File: src/rtl/control_seq.sv
// control_seq: issues N_CMD one-hot command strobes in order, each waiting for ready_command
// with a per-attempt timeout and bounded retry. Define CONTROL_SEQ_LOOP_EN for free-running mode.
module control_seq #(
  parameter int unsigned N_CMD     = 4,
  parameter int unsigned TIMEOUT   = 1000,
  parameter int unsigned TMR_W     = 16,
  parameter int unsigned MAX_RETRY = 3,
  localparam int unsigned IdxW     = $clog2(N_CMD)
) (
  input  logic             i_clk,
  input  logic             i_rst,
  input  logic             i_start,
  input  logic             i_ready_command,
  output logic [N_CMD-1:0] o_command,
  output logic [IdxW-1:0]  o_cmd_idx,
  output logic             o_busy,
  output logic             o_done,
  output logic             o_error,
  output logic [3:0]       o_retry_cnt
);

  typedef enum logic [2:0] {StIdle, StIssue, StWait, StNext, StDone, StError} state_e;

  localparam logic [TMR_W-1:0] TmrLast  = TMR_W'(TIMEOUT - 1);
  localparam logic [IdxW-1:0]  IdxLast  = IdxW'(N_CMD - 1);
  localparam logic [3:0]       RetryMax = 4'(MAX_RETRY);

  state_e            r_state, w_state_d;
  logic [TMR_W-1:0]  r_timer, w_timer_d;
  logic [IdxW-1:0]   r_idx, w_idx_d;
  logic [3:0]        r_retry, w_retry_d;
  logic [N_CMD-1:0]  r_command;
  logic              r_busy, r_done, r_error;
  logic              w_busy_d;

  always_comb begin
    w_state_d = r_state;
    w_idx_d   = r_idx;
    w_retry_d = r_retry;
    w_timer_d = r_timer;
    case (r_state)
      StIdle, StError: begin
        if (i_start) begin
          w_state_d = StIssue;
          w_idx_d   = '0;
          w_retry_d = '0;
        end
      end
      StIssue: w_state_d = StWait;
      StWait: begin
        // An ack in the final timer cycle still counts as an ack.
        if (i_ready_command) begin
          w_state_d = StNext;
        end else if (r_timer == TmrLast) begin
          if (r_retry < RetryMax) begin
            w_retry_d = r_retry + 4'd1;
            w_state_d = StIssue;
          end else begin
            w_state_d = StError;
          end
        end
      end
      StNext: begin
        if (r_idx == IdxLast) begin
          w_state_d = StDone;
        end else begin
          w_idx_d   = r_idx + IdxW'(1);
          w_retry_d = '0;
          w_state_d = StIssue;
        end
      end
      StDone: begin
`ifdef CONTROL_SEQ_LOOP_EN
        w_state_d = StIssue;
        w_idx_d   = '0;
        w_retry_d = '0;
`else
        w_state_d = StIdle;
`endif
      end
      default: w_state_d = StIdle;
    endcase

    // The ISSUE cycle is timer count 0, so one attempt spans exactly TIMEOUT cycles.
    if (w_state_d == StIssue) begin
      w_timer_d = '0;
    end else if ((r_state == StIssue || r_state == StWait) && r_timer != TmrLast) begin
      w_timer_d = r_timer + TMR_W'(1);
    end
  end

  assign w_busy_d = (w_state_d == StIssue) || (w_state_d == StWait) ||
                    (w_state_d == StNext)  || (w_state_d == StDone);

  always_ff @(posedge i_clk or negedge i_rst) begin
    if (!i_rst) begin
      r_state   <= StIdle;
      r_timer   <= '0;
      r_idx     <= '0;
      r_retry   <= '0;
      r_command <= '0;
      r_busy    <= 1'b0;
      r_done    <= 1'b0;
      r_error   <= 1'b0;
    end else begin
      r_state   <= w_state_d;
      r_timer   <= w_timer_d;
      r_idx     <= w_idx_d;
      r_retry   <= w_retry_d;
      // Strobe appears the cycle after ISSUE, while WAIT is already listening for the ack.
      r_command <= (r_state == StIssue) ? (N_CMD'(1) << r_idx) : '0;
      r_busy    <= w_busy_d;
      r_done    <= (w_state_d == StDone);
      r_error   <= (w_state_d == StError);
    end
  end

  assign o_command   = r_command;
  assign o_cmd_idx   = r_idx;
  assign o_busy      = r_busy;
  assign o_done      = r_done;
  assign o_error     = r_error;
  assign o_retry_cnt = r_retry;

endmodule

File: config.mk
export PLATFORM = sky130hd
export DESIGN_NAME = control_seq
export DESIGN_NICKNAME = d
export VERILOG_FILES = /design/src/rtl/control_seq.sv
export SDC_FILE = /design/constraint.sdc
export NUM_CORES = 1
export LEC_CHECK = 0
export ABC_AREA = 1
export BUFFER_PORTS_ARGS = -buffer_cell sky130_fd_sc_hd__buf_2
export CORE_MARGIN = 8
export CORE_UTILIZATION = 65
export CTS_BUF_LIST = sky130_fd_sc_hd__clkbuf_2 sky130_fd_sc_hd__clkbuf_4 sky130_fd_sc_hd__clkbuf_8
export DETAILED_ROUTE_END_ITERATION = 7
export GPL_ROUTABILITY_DRIVEN = 0
export HOLD_SLACK_MARGIN = 0.12
export PLACE_DENSITY = 0.88
export REMOVE_ABC_BUFFERS = 1
export SLEW_MARGIN = 20
export SYNTH_ARGS = -nofsm -noshare
export SYNTH_HDL_FRONTEND = slang
export SYNTH_SLANG_ARGS = --single-unit
File: constraint.sdc
create_clock -name i_clk -period 3.9 [get_ports i_clk]
set_input_delay 0.78 -clock i_clk [delete_from_list [all_inputs] [get_ports i_clk]]
set_output_delay 0.78 -clock i_clk [all_outputs]
set_load 0.02 [all_outputs]
==> flow_summary_export.csv <==
group,metric,value,unit
status,outcome,"finished, final reports clean",
global_route,grt.overflow.total,0,
critical_path,crit_type,"register to register",
synth,synth_area,0.00196,mm^2
sta,fin_worst_skew,0.0105,ns
critical_path,reg2reg_to,"r_timer[15]$_DFFE_PN0P_",
sta,slew_headroom,54.1,%
global_route,grt_pass1_wl,6660,um
global_route,antenna_found_initial,0,
floorplanning,io_pins,17,
placed_design,hpwlAfterDp,2700,um
clock_network,clk_pin_slew_worst_paths,0.10,ns
detailed_routing,vias,1627,
detailed_routing,highest_layer,"met4",
global_route,grt_max_degree,33,
critical_path,crit_end,"r_timer[15]$_DFFE_PN0P_",
flow_run,maxCapViolations,0,
detailed_routing,vias_per_cell,5.18,
sta,clock.fmax,0.565,GHz
critical_path,r2r-start,"o_cmd_idx[0]$_DFFE_PN0P_",
clock_network,cts_hold_buffers,0,
clock_network,cts.sinks,32,
floorplanning,fp.dieArea,0.00503,mm^2
floorplanning,die_w,70.9,um
detailed_routing,drtIter0Drc,96,
detailed_routing,routedWlPerCell,11.8,um
clock_network,htree_levels,2,
sta,fin_crit_sh,45.3,%
pwr,leakage,1.08,nW
synth,ys_seq_elements,32,
layout,ff_latch_area,801,um^2
sta,fin_crit,1.77,ns
critical_path,required,4.13,ns
layout,area_growth,6.58,%
clock_network,clock_latency,0.34,ns
layout,drive_above_1_share,19.6,%
critical_path,cp_max_fo,16,
sta,hold_viol_final,0,
detailed_routing,route.antenna.remaining_nets,0,
placed_design,dp_cells,306,
layout,antenna-diode-count,0,
hold_path,hp-class,"input pin to asynchronous set/reset pin",
synth,syn_inst,264,
critical_path,cp.arrival,2.00,ns
critical_path,end_kind,"register",
synth,synth.yosys.seq_area_share,40.9,%
floorplanning,core-area,0.00295,mm^2
layout,fillers,258,
critical_path,crit_path_start_kind,"register",
layout,multi_input_area,960,um^2
clock_network,numCtsBuffers,5,
critical_path,r2r_cells,7,
floorplanning,start_util,66.4,%
detailed_routing,drc_errors,0,
sta,rsz0062_at_grt,"false",
clock_network,cts_root_buf,"clkbuf_4",
sta,tightest_slew,0.688,ns
detailed_routing,met1_length,1780,um
clock_network,cts.repair.resized,0,
layout,final_nets,290,
global_route,grt_pass1_vias,1535,
layout,layout.cells.non_filler,314,
placed_design,numPortBuffers,16,
clock_network,cts_tree,"built",
floorplanning,die_y,70.9,um
clock_network,postCtsSetupBuffers,0,
detailed_routing,firstDrtPassIters,4,
sta,fin_setup_tns,0,ns
detailed_routing,routed_wl,3720,um
detailed_routing,dr_wl_met3,130,um
critical_path,ff2ff_setup_slack,2.13,ns
critical_path,cp-startpoint,"o_cmd_idx[0]$_DFFE_PN0P_",
synth,synth_warnings,0,
pwr,vdd.ir_drop.worst,0.481,mV
floorplanning,rows,20,
synth,synth.distinct_cells,26,
pwr,powerDensity,615,mW/mm^2
sta,setup_viol,0,
sta,slew_viol_final,0,
clock_network,ctsLongestPathBuffers,2,
detailed_routing,met2_length,1760,um
synth,avgSynthCellArea,7.42,um^2
global_route,track_usage,16.5,%
==> metal layers <==
metal	global-route usage, %	up-vias
met1	20.3	749
met2	25.8	26
met5	0	-
met4	6.24	0
met3	5.65	5
li1	-	847
==> worst max-delay path: stages (launching register included) <==
cell and delay (ns):
dfrtp_1 0.43, ha_1 0.23, nand3_1 0.18, nand3_1 0.12, nor2_2 0.13, nand3_4 0.17
inv_2 0.30, nor2_1 0.09
==> logic make-up after synthesis <==
group | Yosys count | synth area share, %
compound gates | 11 | 3.19
xor+xnor | 4 | 1.79
fa+ha+maj | 6 | 3.83
buf+inv | 40 | 10.2
flops | 32 | 40.9
simple gates | 171 | 40.2
==> worst min-delay path by stage <==
stage / start / end
floorplan: i_rst / o_busy$_DFF_PN0_
global placement: o_retry_cnt[1]$_DFFE_PN0P_ / o_retry_cnt[1]$_DFFE_PN0P_
detailed placement: o_retry_cnt[3]$_DFFE_PN0P_ / o_retry_cnt[3]$_DFFE_PN0P_
CTS: i_rst / o_retry_cnt[0]$_DFFE_PN0P_
global route: i_rst / r_timer[14]$_DFFE_PN0P_
finish: i_rst / r_timer[2]$_DFFE_PN0P_
==> cell usage in the layout (no fill, tap or decap), types with 2 or more instances in the layout <==
cell type,count
nand2_1,69
nor2_1,37
nand3_1,33
dfrtp_1,32
inv_1,29
nor2_2,16
buf_2,16
o21ai_0,7
nand2_2,6
ha_1,6
clkbuf_4,6
inv_2,3
nand4_1,3
xor2_1,3
o21bai_1,2
==> synthesized netlist by cell type (all sizes together) <==
cell,count,area [um^2]
ha,6,75.1
o21ai,7,35.0
nand2,76,308
nor3,2,15.0
nor2,53,239
buf,7,72.6
a21oi,1,5.00
xnor2,1,8.76
inv,33,126
o21a,1,7.51
nand4,3,18.8
xor2,3,26.3
o21bai,2,15.0
nand3b,1,7.51
or2,1,6.26
nand3,35,193
dfrtp,32,801
==> sequential cells by signal, summed over array words and instances (netlist names) <==
name,cells
o_cmd_idx,2
o_retry_cnt,4
o_busy,1
o_done,1
r_state,3
o_error,1
o_command,4
r_timer,16
==> where the power goes <==
| group | leakage, nW | switching [W] | internal, W | total [W] |
|---|---|---|---|---|
| logic | 0.602 | 0.000424 | 0.000164 | 0.000588 |
| clock network | 0.0456 | 0.000117 | 0.000141 | 0.000258 |
| registers | 0.433 | 0.0000510 | 0.000387 | 0.000439 |
| total | 1.08 | 0.000592 | 0.000692 | 0.00128 |
==> stage by stage <==
| stage | area, um^2 | hold slack, ns | worst slack [ns] | utilization (%) | power, W |
|---|---|---|---|---|---|
| finish | 2090 | 0.469 | 2.13 | 70.7 | 0.00128 |
| global route | 2090 | 0.519 | 1.98 | 70.7 | 0.00139 |
| CTS | 2090 | 0.488 | 2.13 | 70.7 | 0.00129 |
| detailed placement | 2010 | 0.520 | 1.95 | 68.0 | 0.00103 |
| global placement | 2010 | 0.511 | 2.00 | 68.0 | 0.00101 |
| floorplan | 1890 | 0.484 | 2.25 | - | 0.000887 |
==> area by class of cell <==
cell class / instances / area share, %
clock buffers: 6 / 2.16
clock inverters: 2 / 1.68
inverters: 33 / 6.05
multi-input cells: 192 / 46.0
flip-flops and latches: 32 / 38.3
well taps: 33 / 1.98
repair buffers: 16 / 3.83
No activity file was read; power rests on OpenSTA's default activity.
